==> src/rtl/alu_mult_sequencer.sv <==
// Shift-add 32x32 unsigned multiplier that borrows the shared ALU's ADD for
// one iteration per cycle, then presents a 64-bit product as hi/lo words.
module alu_mult_sequencer #(
    parameter int WIDTH = 32
) (
    input  logic             clk,
    input  logic             reset,
    input  logic             start,
    input  logic [WIDTH-1:0] multiplicand,
    input  logic [WIDTH-1:0] multiplier,
    input  logic [WIDTH-1:0] alu_result,
    output logic             alu_own,
    output logic [3:0]       alu_op,
    output logic [WIDTH-1:0] alu_a,
    output logic [WIDTH-1:0] alu_b,
    output logic             busy,
    output logic             done,
    output logic [WIDTH-1:0] product_hi,
    output logic [WIDTH-1:0] product_lo,
    output logic [1:0]       dbg_state
);

    // Handshake: start is a request sampled only in IDLE or DONE (no ready
    // signal; it is simply ignored while BUSY). done is a one-cycle pulse
    // marking a valid product; there is no backpressure on the result.

    localparam logic [3:0] ALU_ADD = 4'b0011;
    localparam logic [3:0] ALU_NOP = 4'b0000;
    localparam logic [5:0] LAST_ITER = 6'(WIDTH - 1);

    typedef enum logic [1:0] {
        S_IDLE = 2'd0,
        S_BUSY = 2'd1,
        S_DONE = 2'd2
    } state_t;

    state_t           state_q, state_d;
    logic [WIDTH-1:0] hi_q, hi_d;
    logic [WIDTH-1:0] lo_q, lo_d;
    logic [WIDTH-1:0] mcand_q, mcand_d;
    logic [5:0]       cnt_q, cnt_d;
    logic             carry;

    always_ff @(posedge clk or negedge reset) begin
        if (!reset) begin
            state_q <= S_IDLE;
            hi_q    <= '0;
            lo_q    <= '0;
            mcand_q <= '0;
            cnt_q   <= '0;
        end else begin
            state_q <= state_d;
            hi_q    <= hi_d;
            lo_q    <= lo_d;
            mcand_q <= mcand_d;
            cnt_q   <= cnt_d;
        end
    end

    // The ALU has no carry-out, so the carry is recovered from wrap-around.
    assign carry = (alu_result < hi_q);

    always_comb begin
        state_d = state_q;
        hi_d    = hi_q;
        lo_d    = lo_q;
        mcand_d = mcand_q;
        cnt_d   = cnt_q;
        alu_own = 1'b0;
        alu_op  = ALU_NOP;
        alu_a   = '0;
        alu_b   = '0;
        busy    = 1'b0;
        done    = 1'b0;

        case (state_q)
            S_IDLE: begin
                if (start) begin
                    mcand_d = multiplicand;
                    lo_d    = multiplier;
                    hi_d    = '0;
                    cnt_d   = '0;
                    state_d = S_BUSY;
                end
            end
            S_BUSY: begin
                busy    = 1'b1;
                alu_own = 1'b1;
                alu_op  = ALU_ADD;
                alu_a   = hi_q;
                alu_b   = lo_q[0] ? mcand_q : '0;
                hi_d    = {carry, alu_result[WIDTH-1:1]};
                lo_d    = {alu_result[0], lo_q[WIDTH-1:1]};
                cnt_d   = cnt_q + 6'd1;
                if (cnt_q == LAST_ITER) begin
                    state_d = S_DONE;
                end
            end
            S_DONE: begin
                done = 1'b1;
                if (start) begin
                    mcand_d = multiplicand;
                    lo_d    = multiplier;
                    hi_d    = '0;
                    cnt_d   = '0;
                    state_d = S_BUSY;
                end else begin
                    state_d = S_IDLE;
                end
            end
            default: begin
                state_d = S_IDLE;
            end
        endcase
    end

    assign product_hi = hi_q;
    assign product_lo = lo_q;
    assign dbg_state  = state_q;

endmodule

==> config.mk <==
export PLATFORM = sky130hd
export DESIGN_NAME = alu_mult_sequencer
export DESIGN_NICKNAME = d
export VERILOG_FILES = /design/src/rtl/alu_mult_sequencer.sv
export SDC_FILE = /design/constraint.sdc
export NUM_CORES = 1
export LEC_CHECK = 0
export CAP_MARGIN = 20
export CORE_MARGIN = 1
export CORE_UTILIZATION = 46
export DETAILED_ROUTE_END_ITERATION = 12
export PLACE_DENSITY_LB_ADDON = 0.1
export SLEW_MARGIN = 40
export SYNTH_ARGS = -nofsm -noshare
export SYNTH_HDL_FRONTEND = slang
export SYNTH_SLANG_ARGS = --single-unit
==> constraint.sdc <==
create_clock -name clk -period 2.95 [get_ports clk]
set_input_delay 0.7375 -clock clk [delete_from_list [all_inputs] [get_ports clk]]
set_output_delay 0.7375 -clock clk [all_outputs]
set_load 0.05 [all_outputs]
; After elaboration in Yosys (flattened, before gate mapping)
; Cells that the tools add are included.
[totals]
regBits = 104
wordCells = 35
inputBits = 99
output_inout_bits = 137
[op_classes]
muxes = 16
eq_ne = 6
addsub = 1
n_reduce_logical = 6
order_cmp = 1
[op_table]
columns = operator, count
row1 = 32-bit two-way mux, 5
row2 = 32-bit case mux with 2 select lines, 2
row3 = 32-bit less-than comparator, 1
row4 = 6-bit case mux with 2 select lines, 1
row5 = "6-bit by 1-bit adder with 6-bit output, second input constant", 1
row6 = "6-bit by 5-bit == test with 1-bit output, second input constant", 1
row7 = 2-bit two-way mux, 3
row8 = 6-bit two-way mux, 1
row9 = 2-bit case mux with 3 select lines, 1
row10 = 2-bit AND reduction, 3
row11 = "2-bit != test, second input constant", 2
row12 = 1-bit two-way mux, 3
row13 = "2-bit by 1-bit == test with 1-bit output, second input constant", 1
row14 = "2-bit == test, second input constant", 1
row15 = 2-bit logical NOT, 1
row16 = "2-bit by 1-bit != test with 1-bit output, second input constant", 1
row17 = 2-bit nonzero test, 1
row18 = 2-bit OR reduction, 1

; Depth between registers and ports, before layout
[depth]
word_depth = 4
mapped_depth = 8
depth_no_buf = 7

; Worst setup path after synthesis
; OpenSTA, ideal clock, no wires.
[synth_timing]
path_type = register to output
start = register state_q[0], in the netlist dbg_state[0]
end = output port alu_b[23]
arrival_ns = 2.250
path_slack_ns = -0.038
path_buffers = 2
required_time_ns = 2.213
stages_incl_launch_ff = 6
path_cell_list = dfrtp_1 buf_4 nand2b_4 inv_4 clkbuf_1 and3_1
[synth_via]
elab_chain_len = 2
[synth_rtl]
columns = element, line_no
row1 = from (decl), 37  ; state_t state_q, state_d;
row2 = from (signal assigned), 52  ; state_q <= state_d;
row3 = 2-bit by 1-bit == test with 1-bit output, 76  ; case (state_q)
row4 = 32-bit two-way mux, 76
row5 = to (decl), 15  ; output logic [WIDTH-1:0] alu_b,
; Every way passes these cells.

; Final worst setup path
[layout_timing]
start = register state_q[1], in the netlist dbg_state[1]
end = output port alu_b[6]
; The elaborated chain is that of the path after synthesis.

==> out/summary.txt <==
Die X: 110.1 um
post-synth top area cell: dfrtp_1
Largest stage delay, worst path: 0.40 ns
postcts setup bufs: 0
top cells by count, synth: 140 x nand2_1, 104 x dfrtp_1, 40 x o21ai_0, 33 x nor2_1
CTS tree: built
Post-Syn Area: 5375 um2
P_leak: 4.226 nW
vias in the first global route: 5031
Synth area leaders: dfrtp_1 48%, nand2_1 9.8%, ha_1 7.4%, mux2i_1 6.0%, a22o_1 5.2%
# IOs: 236
Die ar.: 12120 um2
fin crit period: 2.503 ns
status: completed
largest net degree at the start of global routing: 55
Design Area, Final: 8743 um2
Placed Area: 8443 um2
Post-Route Skew: 0.005438 ns
CP cell instances: nand2b_4, inv_4, and3_1, buf_12
Achievable Freq: 399.5 MHz
Initial Utilization: 47.07%
layout cells sized above 1: 12.55%
share of the synthesized area in the top cell type: 48.42%
vias per cell: 5.321
worst vdd ir: 914.0 uV
Rel. slew slack: 53.17%
Worst Path Arrival: 1.77 ns
TritonCTS Sinks: 104
CP max stage cell: inv_4
core area: 11420 um2
worst setup path class: reg -> out
WHS: 0.4295 ns
row count: 39
Yosys Warn Count: 0
Max Cap Viol: 0
TritonRoute pass-1 iters: 4
Crit Path Max Fanout: 44
Die Ht: 110.1 um
CTS clock-pin slew for the worst setup and hold paths: 0.06 ns
worst setup margin: 0.4468 ns
CTS Buffer Depth: 2
DRC errors left: 0
Layout Nets: 915
Wirelength per Cell: 16.81 um
CTS root buf: clkbuf_16
Mapped Cells: 572
total gr overflow: 0
Post-synth ARST share: 100.0%
total track usage: 26.85%
# setup viols final: 0
cell with the most instances after synthesis: nand2_1
antenna violations before repair: 0
first-pass GRT wire length: 24880 um
Clock Latency Late Sink: 0.35 ns
Startpoint Class: flop
pwr/cell area: 1392 nW/um2
Worst setup EP type: primary output
IO Port Bufs: 233
Syn-to-layout area delta: 62.66%
Setup WS pre-CTS: 0.4016 ns
hold_buf cts: 0
Seq/Total Area, Yosys: 48.42%
period utilisation layout: 84.86%
worst slew pin tran: 0.7024 ns
PostCTS Resize Cnt: 0
CTS H-Tree Depth: 3
number of buffers created by CTS: 9
Setup TNS Final: 0 ns
Inst Count DP: 916
Seq cells post-synth: 104
final hold vios: 0
hpwl dp: 11170 um
unrepaired setup endpoints after global routing: no
Total Wirelength: 15670 um
ys flop type: dfrtp_1
Iter 0 DRT Violations: 351
Avg Cell Area, Syn: 9.397 um2
Slew Limit Fails: 0
Inserted Diodes: 0
required time of the critical path: 2.21 ns
post-route insts no fill: 932
DRT antenna net count: 0
Hold Path Class: in -> async
Post-synth EDFFs: 0
Netlist cell types: 42
routability congestion estimate: 0.8183
vias post-DR: 4959
[report_power, final]
part	internal (mW)	total, mW	switching [mW]
logic	3.31	8.38	5.07
clock network	0.703	1.23	0.525
registers	2.08	2.56	0.473
total	6.10	12.2	6.07
[layout by cell type (no fill, tap or decap), types with 3 or more instances in the layout]
master	Yosys	routed
nor2_1	33	33
nand4_1	4	4
nand3_1	5	5
nor3_1	4	4
and4_1	3	3
a22o_1	32	32
buf_12	0	70
inv_1	31	31
clkdlybuf4s50_1	0	163
buf_4	9	8
nand2_1	140	140
ha_1	32	32
dfrtp_1	104	103
and3_1	32	32
clkbuf_16	0	9
nand2b_1	3	3
mux2i_1	32	32
o21ai_0	40	40
a21oi_1	10	10
[stage by stage]
stage	utilization [%]	total power, mW
floorplan	-	7.441
global placement	73.77	10.74
detailed placement	73.94	10.96
CTS	76.57	12.21
global route	76.57	12.80
finish	76.57	12.17
[final cells by class]
cell class	instances	area, um2
clock inverters	3	40.04
fillers	775	2675
flip-flops and latches	104	2604
well taps	143	178.9
clock buffers	13	260.3
repair buffers	241	3093
inverters	32	122.6
multi-input cells	396	2445
[flip-flops by register name, indices dropped and copies added (netlist names)]
name and flops:
cnt_q 6, dbg_state 2, product_lo 32, product_hi 32, mcand_q 32
[per-layer routing]
| metal | vias up | global-route usage [%] | part of all wire (%) |
|---|---|---|---|
| met5 | - | 0 | 0 |
| met1 | 2389 | 33.83 | 41 |
| met3 | 24 | 6.820 | 7.5 |
| li1 | 2353 | - | - |
| met2 | 193 | 44.82 | 49 |
| met4 | 0 | 9.492 | 1.9 |
[worst max-delay path, delay by kind of cell, from the launching register on]
| kind | cells | cell delay, ns |
|---|---|---|
| AND/OR/NAND/NOR | 2 | 0.46 |
| buffers and inverters | 2 | 0.55 |
| flip-flops | 1 | 0.39 |
[kinds of logic (layout without fill, tap and decap cells)]
family / count (synthesis) / in the layout / share of synthesized area [%]
compound gates: 98 / 98 / 12.45
xor+xnor: 1 / 1 / 0.1630
fa+ha+maj: 32 / 32 / 7.449
buf+inv: 73 / 289 / 6.308
flops: 104 / 104 / 48.42
mux: 32 / 32 / 5.959
other cells: 1 / 2 / 0.06977
simple gates: 231 / 231 / 19.18
[worst paths after layout]
path	slack, ns	cells after the start	end	startpoint
min in group clk	0.47	2	mcand_q[8]	mcand_q[8]
hold reg to reg	0.47	2	mcand_q[8]	mcand_q[8]
setup / recovery	0.45	4	alu_b[6]	dbg_state[1]
setup reg to reg	0.82	5	product_lo[18]	dbg_state[0]
hold / removal	0.43	1	product_lo[20]	reset
max in group asynchronous	1.78	2	mcand_q[0]	reset
(Power assumes the default switching activity.)
